$ cat config.mk
export PLATFORM = sky130hd
export DESIGN_NAME = io_fifo_server
export DESIGN_NICKNAME = d
export VERILOG_FILES = /design/src/rtl/io_fifo_server.sv
export SDC_FILE = /design/constraint.sdc
export NUM_CORES = 1
export LEC_CHECK = 0
export BUFFER_PORTS_ARGS = -buffer_cell sky130_fd_sc_hd__buf_2
export CAP_MARGIN = 10
export CELL_PAD_IN_SITES_DETAIL_PLACEMENT = 1
export CELL_PAD_IN_SITES_GLOBAL_PLACEMENT = 2
export CORE_AREA = 10 10 214 216
export DETAILED_ROUTE_END_ITERATION = 10
export DIE_AREA = 0 0 224 226
export PLACE_DENSITY_LB_ADDON = 0.05
export SETUP_SLACK_MARGIN = 0.05
export SLEW_MARGIN = 20
export SYNTH_ARGS = -nofsm -noshare
export SYNTH_HDL_FRONTEND = slang
export SYNTH_SLANG_ARGS = --single-unit
$ cat constraint.sdc
create_clock -name clk -period 3.1 [get_ports clk]
set_clock_uncertainty 0.05 [all_clocks]
set_input_delay 0.465 -clock clk [delete_from_list [all_inputs] [get_ports clk]]
set_output_delay 0.465 -clock clk [all_outputs]
set_load 0.05 [all_outputs]
$ cat src/rtl/io_fifo_server.sv
// Buffered server side of the character I/O channel: an rx-fed input FIFO for getc and a
// putc-fed output FIFO draining to the transmitter, with overrun flag and push/done handshake.
module io_fifo_server #(
    parameter int unsigned CHAR_W    = 8,
    parameter int unsigned IN_DEPTH  = 16,
    parameter int unsigned OUT_DEPTH = 16,
    localparam int unsigned IN_AW    = $clog2(IN_DEPTH),
    localparam int unsigned IN_CW    = $clog2(IN_DEPTH + 1),
    localparam int unsigned OUT_AW   = $clog2(OUT_DEPTH),
    localparam int unsigned OUT_CW   = $clog2(OUT_DEPTH + 1)
) (
    input  logic              clk,
    input  logic              rst_n,
    input  logic              getc_pop,
    output logic              getc_en,
    output logic [CHAR_W-1:0] getc_char,
    output logic              inbuf_full,
    input  logic              putc_push,
    input  logic [CHAR_W-1:0] putc_char,
    output logic              putc_push_done,
    input  logic              rx_valid,
    input  logic [CHAR_W-1:0] rx_char,
    output logic              rx_overrun,
    input  logic              overrun_clr,
    output logic              tx_valid,
    output logic [CHAR_W-1:0] tx_char,
    input  logic              tx_ready,
    output logic [IN_CW-1:0]  in_count,
    output logic [OUT_CW-1:0] out_count
);

    localparam logic [IN_CW-1:0]  InFull  = IN_CW'(IN_DEPTH);
    localparam logic [OUT_CW-1:0] OutFull = OUT_CW'(OUT_DEPTH);

    typedef enum logic [0:0] {StIdle, StDone} push_state_e;

    // ---------------- input FIFO ----------------
    logic [CHAR_W-1:0] in_mem [IN_DEPTH];
    logic [IN_AW-1:0]  in_wptr_q, in_rptr_q;
    logic [IN_CW-1:0]  in_count_q, in_count_d;
    logic [CHAR_W-1:0] in_hold_q;
    logic              overrun_q, overrun_d;
    logic              in_pop, in_wr, in_drop;

    assign in_pop  = getc_pop && (in_count_q != '0);
    assign in_wr   = rx_valid && ((in_count_q != InFull) || in_pop);
    assign in_drop = rx_valid && !in_wr;

    always_comb begin
        in_count_d = in_count_q;
        case ({in_wr, in_pop})
            2'b10:   in_count_d = in_count_q + IN_CW'(1);
            2'b01:   in_count_d = in_count_q - IN_CW'(1);
            default: in_count_d = in_count_q;
        endcase
        // A drop in the same cycle as a clear keeps the flag set.
        overrun_d = in_drop ? 1'b1 : (overrun_clr ? 1'b0 : overrun_q);
    end

    always_ff @(posedge clk) begin
        if (in_wr) in_mem[in_wptr_q] <= rx_char;
    end

    always_ff @(posedge clk or negedge rst_n) begin
        if (!rst_n) begin
            in_wptr_q  <= '0;
            in_rptr_q  <= '0;
            in_count_q <= '0;
            in_hold_q  <= '0;
            overrun_q  <= 1'b0;
        end else begin
            if (in_wr) in_wptr_q <= in_wptr_q + IN_AW'(1);
            if (in_pop) begin
                in_rptr_q <= in_rptr_q + IN_AW'(1);
                in_hold_q <= in_mem[in_rptr_q];
            end
            in_count_q <= in_count_d;
            overrun_q  <= overrun_d;
        end
    end

    assign getc_en    = (in_count_q != '0);
    // Last popped value is presented while empty so the head never shows stale slots.
    assign getc_char  = getc_en ? in_mem[in_rptr_q] : in_hold_q;
    assign inbuf_full = (in_count_q == InFull);
    assign in_count   = in_count_q;
    assign rx_overrun = overrun_q;

    // ---------------- output FIFO ----------------
    logic [CHAR_W-1:0] out_mem [OUT_DEPTH];
    logic [OUT_AW-1:0] out_wptr_q, out_rptr_q;
    logic [OUT_CW-1:0] out_count_q, out_count_d;
    logic [CHAR_W-1:0] out_hold_q;
    logic              out_push, tx_pop;
    push_state_e       state_q, state_d;

    // Acceptance looks only at the registered count, so a same-cycle tx pop cannot free a slot.
    always_comb begin
        state_d        = state_q;
        out_push       = 1'b0;
        putc_push_done = 1'b0;
        unique case (state_q)
            StIdle: begin
                if (putc_push && (out_count_q != OutFull)) begin
                    out_push = 1'b1;
                    state_d  = StDone;
                end
            end
            StDone: begin
                putc_push_done = 1'b1;
                state_d        = StIdle;
            end
            default: state_d = StIdle;
        endcase
    end

    assign tx_pop = tx_valid && tx_ready;

    always_comb begin
        out_count_d = out_count_q;
        case ({out_push, tx_pop})
            2'b10:   out_count_d = out_count_q + OUT_CW'(1);
            2'b01:   out_count_d = out_count_q - OUT_CW'(1);
            default: out_count_d = out_count_q;
        endcase
    end

    always_ff @(posedge clk) begin
        if (out_push) out_mem[out_wptr_q] <= putc_char;
    end

    always_ff @(posedge clk or negedge rst_n) begin
        if (!rst_n) begin
            state_q     <= StIdle;
            out_wptr_q  <= '0;
            out_rptr_q  <= '0;
            out_count_q <= '0;
            out_hold_q  <= '0;
        end else begin
            state_q <= state_d;
            if (out_push) out_wptr_q <= out_wptr_q + OUT_AW'(1);
            if (tx_pop) begin
                out_rptr_q <= out_rptr_q + OUT_AW'(1);
                out_hold_q <= out_mem[out_rptr_q];
            end
            out_count_q <= out_count_d;
        end
    end

    assign tx_valid  = (out_count_q != '0);
    assign tx_char   = tx_valid ? out_mem[out_rptr_q] : out_hold_q;
    assign out_count = out_count_q;

endmodule

## After elaboration in Yosys (flattened, before gate mapping)

Memories as Yosys holds them, arrays and structs flattened.
Cells that the tools add are included.

| operators by class | value |
|---|---|
| $add $sub $neg | 8 |
| equal/unequal tests | 7 |
| multiplexer cells | 14 |
| bitwise operators | 1 |
| reduce and logical (&&, ||, !) cells | 12 |

Operators by type and width:

| cell | count |
|---|---|
| one-hot mux 5 bit (2 select lines) | 2 |
| adder 4 x 1 -> 4 bit, second input constant | 4 |
| 2-to-1 mux 8 bit | 2 |
| adder 5 x 1 -> 5 bit, second input constant | 2 |
| != test 5 bit, second input constant | 2 |
| nonzero test 5 bit | 2 |
| subtractor 5 x 1 -> 5 bit, second input constant | 2 |
| 2-to-1 mux 1 bit | 9 |
| nonzero test 2 bit | 3 |
| equality test 5 bit, second input constant | 1 |
| logical AND 1 bit | 5 |
| equality test 2 x 1 -> 1 bit, second input constant | 2 |
| equality test 2 bit, second input constant | 2 |
| one-hot mux 1 bit (2 select lines) | 1 |
| logical NOT 1 bit | 1 |
| logical OR 1 bit | 1 |
| NOT 1 bit | 1 |

| storage, ports and cells | value |
|---|---|
| register bits | 44 |
| RAM bits | 256 |
| bits of input ports | 23 |
| output and inout bits | 31 |
| memories | 2 |

Memories:

| name | words | width | rd ports | clocked after Yosys merged registers in | wr ports | line | RTL |
|---|---|---|---|---|---|---|---|
| in_mem | 16 | 8 | 1 | 0 | 1 | 38 | `logic [CHAR_W-1:0] in_mem [IN_DEPTH];` |
| out_mem | 16 | 8 | 1 | 0 | 1 | 90 | `logic [CHAR_W-1:0] out_mem [OUT_DEPTH];` |

## Logic depth before layout (Yosys ltp)

| logic depth | value |
|---|---|
| depth in word-level cells | 7 |
| depth in mapped cells | 14 |
| gate-level depth less buffers | 12 |

## Worst setup path after synthesis

Ideal clock, no wire load.

| timing path | value |
|---|---|
| path type | register to register |
| start point | register out_count_q[1], in the netlist out_count[1] |
| end point | register out_count_q[2], in the netlist out_count[2] |
| library setup time | 125 ps |
| arrival | 3104 ps |
| path slack | -180 ps |
| cell stages (with the launch flop) | 15 |
| path buffers | 2 |
| clock period less this slack | 3280 ps |
| cells stage by stage | dfrtp_1 buf_2 nor4_2 and2b_1 inv_1 nand2_2 inv_2 ha_1 clkbuf_1 xor2_1 ha_1 a21oi_1 xor2_1 nor2_1 xor2_1 |

| on the way | value |
|---|---|
| elaborated cells between the ends (all ways) | 12 |
| classes of those cells | add/sub (2); eq/ne (3); mux (3); reduce/logical (4) |

RTL lines:

| element | line | RTL |
|---|---|---|
| start: declaration | 92 | `logic [OUT_CW-1:0] out_count_q, out_count_d;` |
| start signal: assignment | 146 | `out_count_q <= out_count_d;` |
| nonzero test 5 bit (*) | 150 | `assign tx_valid = (out_count_q != '0);` |
| named net tx_valid | 25 | `output logic tx_valid,` |
| logical AND 1 bit (*) | 117 | `assign tx_pop = tx_valid && tx_ready;` |
| named net tx_pop | 94 | `logic out_push, tx_pop;` |
| equality test 2 x 1 -> 1 bit or equality test 2 bit (tied branches) | 121 | `case ({out_push, tx_pop})` |
| one-hot mux 5 bit (2 select lines) or nonzero test 2 bit (tied branches) | n/a |  |

Mark *: on every way through the listed nets, which the timed path passes. The rest lies on a longest branch.
A chain may end at the register's enable or synchronous reset.

## Final worst setup path

| timing path | value |
|---|---|
| start point | register in_rptr_q[1] |
| end point | output getc_char[3] |

| on the way | value |
|---|---|
| cells in the longest elaborated chain, start to end | 2 |

RTL lines:

| element | line | RTL |
|---|---|---|
| start: declaration | 39 | `logic [IN_AW-1:0] in_wptr_q, in_rptr_q;` |
| start signal: assignment | 74 | `in_rptr_q <= in_rptr_q + IN_AW'(1);` |
| memory (16 x 8 bit) | n/a |  |
| 2-to-1 mux 8 bit | 84 | `assign getc_char = getc_en ? in_mem[in_rptr_q] : in_hold_q;` |
| end: declaration | 16 | `output logic [CHAR_W-1:0] getc_char,` |

Every way passes these cells.

==> flow_metrics.env <==
export IMPL_fin_setup_tns_ns=0
export IMPL_synth_main_ff_cell="edfxtp_1"
export IMPL_grt_pass1_vias=6967
export IMPL_num_rows=75
export IMPL_endpoint="getc_char[3]"
export IMPL_end_kind="output pin"
export IMPL_die_y_um=226
export IMPL_leakagePower_nw=5.13
export IMPL_finalCritPeriodShare_pct=96.2
export IMPL_clockRootBuffer="clkbuf_16"
export IMPL_slew_headroom_pct=29.5
export IMPL_path_max_fanout=14
export IMPL_gp_congestion=0.715
export IMPL_dp_cells=1269
export IMPL_p_comb_share_pct=41.1
export IMPL_synth_compound_area_share_pct=3.38
export IMPL_synth_xor_area_share_pct=1.56
export IMPL_yosysTopAreaCell="edfxtp_1"
export IMPL_peakVddDrop_v=0.000497
export IMPL_grt_max_degree=34
export IMPL_h_tree_depth=2
export IMPL_synth_fp_nets=729
export IMPL_synthAdderAreaFrac_pct=1.78
export IMPL_synth_top_area_share_pct=62.3
export IMPL_fin_cells=1345
export IMPL_area_growth_syn_to_layout_pct=21.7
export IMPL_ys_ff_latch=300
export IMPL_syn_inst=689
export IMPL_path_clk_slew_ns=0.05
export IMPL_crit_type="flip-flop to output pin"
export IMPL_fin_crit_ns=2.98
export IMPL_design_area_mm2=0.0150
export IMPL_power_internal_mw=10.1
export IMPL_rsz0062_at_grt="true"
export IMPL_power_per_cell_area_mw_per_mm2=1060
export IMPL_timing_final_ws_setup_ns=0.119
export IMPL_rr_worst_depth=9
export IMPL_cts_sinks=300
export IMPL_grt_antenna_before_repair=0
export IMPL_fin_nets=820
export IMPL_finalHoldViolCount=0
export IMPL_seq_area_mm2=0.00879
export IMPL_cp_arrival_ns=2.47
export IMPL_place_ws_ns=0.261
export IMPL_tritoncts="yes"
export IMPL_multi_input_area_mm2=0.00356
export IMPL_drc=0
export IMPL_clk_path_buf_depth=3
export IMPL_synth_seq_area_share_pct=71.2
export IMPL_slew_violations=0
export IMPL_fillers=4142
export IMPL_via_per_inst=4.71
export IMPL_placed_area_mm2=0.0133
export IMPL_critPathRequiredTime_ns=2.58
export IMPL_diodes=0
export IMPL_fmax_mhz=335
export IMPL_yosys_top_cells_area="edfxtp_1 62%, mux4_2 11%, dfrtp_1 8.9%, nand2_1 1.8%, mux2_2 1.6%"
export IMPL_synth_distinct_cells=52
export IMPL_r2r_end="in_count[4]"
export IMPL_power_frac_clock_pct=24.7
export IMPL_synth_common_cells="256 x edfxtp_1, 63 x mux4_2, 59 x nand2_1, 44 x dfrtp_1, 27 x o21ai_0"
export IMPL_setup_viol=0
export IMPL_grt_pass1_wl_um=46300
export IMPL_grtUsageTotal_pct=12.3
export IMPL_syn_avg_cell_area_um2=17.9
export IMPL_first_iter_violations=380
export IMPL_hp_class="input pin to flip-flop"
export IMPL_dp_hpwl_um=19700
export IMPL_numCtsBuffers=36
export IMPL_clk_latency_ns=0.52
export IMPL_yosysMostFrequentCell="edfxtp_1"
export IMPL_drtAntennaViolNets=0
export IMPL_port_buffers=53
export IMPL_final_core_util_pct=36.2
export IMPL_synth_edff_count=256
export IMPL_switching_share_pct=36.3
export IMPL_drt_pass1_iter_count=4
export IMPL_grt_overflow=0
export IMPL_die_area_mm2=0.0506
export IMPL_critPathLaunchType="flip-flop"
export IMPL_wl_per_cell_um=22.9
export IMPL_seq_power_share_pct=34.2
export IMPL_wirelength_um=30700
export IMPL_dieWidth_um=224
export IMPL_worst_r2r_setup_slack_ns=0.30
export IMPL_vias=6333
export IMPL_drive_gt1_share_pct=33.6
export IMPL_synth_top_family_by_area="multiplexers"
export IMPL_reg2reg_from="in_count[1]"
export IMPL_start_util_pct=29.7
export IMPL_synthSimpleGateAreaFrac_pct=5.08
export IMPL_yosysWarnings=0
export IMPL_status="finished, final reports clean"
export IMPL_ioPinCount=54
export IMPL_p_sw_mw=5.77
export IMPL_fp_coreArea_mm2=0.0416
export IMPL_worst_slew_pin_slew_ns=1.06
export IMPL_syn_area_mm2=0.0123
export IMPL_synth_async_sr_flop_share_pct=14.7
export IMPL_synthMuxAreaShare_pct=14.9
export IMPL_crit_start="in_rptr_q[1]"
export IMPL_drv_cap=0
## cell usage in the layout (no fill, tap or decap), types with 8 or more instances in the layout
cell,n
clkbuf_16,40
mux4_2,63
clkbuf_1,8
mux2i_1,11
clkinv_1,11
o21ai_1,13
edfxtp_1,256
buf_6,15
nand2_1,53
and2_1,24
buf_2,37
dfrtp_1,40
o21ai_0,17
inv_1,16
buf_4,21
o21ai_2,15
xnor2_1,15
ha_1,14
nor2_1,13
mux2_2,16
## critical path, stage by stage, from the launching register on
cell	delay, ns
dfrtp_2	0.44
buf_12	0.19
mux4_2	0.52
mux2_2	0.29
o21ai_2	0.18
o21ai_1	0.13
buf_6	0.18
## power groups by stage
stage | sequential, mW | clock [mW] | combinational (mW)
after floorplan | 5.52 | 0 | 3.78
after global placement | 5.45 | 0 | 5.44
after detailed placement | 5.49 | 0 | 5.48
after CTS | 5.43 | 4.06 | 6.21
after global routing | 5.51 | 4.24 | 7.02
final | 5.43 | 3.92 | 6.53
## metal layers
layer  track usage [%]  vias to the layer above  part of all wire (%)
li1                  -                     2854                     -
met1              17.4                     3345                    48
met2              18.8                      109                    46
met3              2.91                       25                   4.9
met4              3.01                        0                   1.3
met5                 0                        -                     0
## cell type report
class / count / area share [%]
clock inverters: 19 / 0.899
flip-flops and latches: 300 / 58.5
multi-input cells: 336 / 23.7
well taps: 539 / 4.49
repair buffers: 87 / 5.50
inverters: 19 / 0.516
clock buffers: 45 / 6.36
## state kept, by name, indices dropped and copies added, names as in the netlist, 5 cells and up
register / count
out_hold_q: 8
out_mem: 128
in_mem: 128
in_hold_q: 8
in_count: 5
out_count: 5
## stage by stage
step	hold WS [ns]	power, mW
after detailed placement	0.315	11.0
after CTS	0.0607	15.7
after floorplan	0.119	9.30
final	0.0850	15.9
after global routing	0.0657	16.8
after global placement	0.309	10.9
## logic make-up after synthesis
group / after synthesis
buffers and inverters: 53
multiplexers: 102
adder cells (fa/ha/maj): 17
AO/OA/AOI/OAI: 71
flip-flops: 300
AND/OR/NAND/NOR: 124
XOR/XNOR: 22
## how the worst min path moves through the flow
stage	from	to	slack [ns]	cells after the start
after floorplan	rst_n	in_count[0]	0.12	0
after global placement	rst_n	out_hold_q[4]	0.31	1
after detailed placement	rst_n	out_hold_q[3]	0.31	1
after CTS	overrun_clr	rx_overrun	0.06	2
after global routing	overrun_clr	rx_overrun	0.07	2
final	overrun_clr	rx_overrun	0.08	2
## repair_timing
action | in CTS | in global routing
setup endpoints to repair | 16 | 18
pin swaps | 0 | 2
resized for setup | 59 | 45
hold endpoints to repair | 10 | 0
hold buffers | 1 | 0
setup buffers | 4 | 1
gates cloned | 3 | 3
Note: power is estimated with default switching activity, not from simulation.
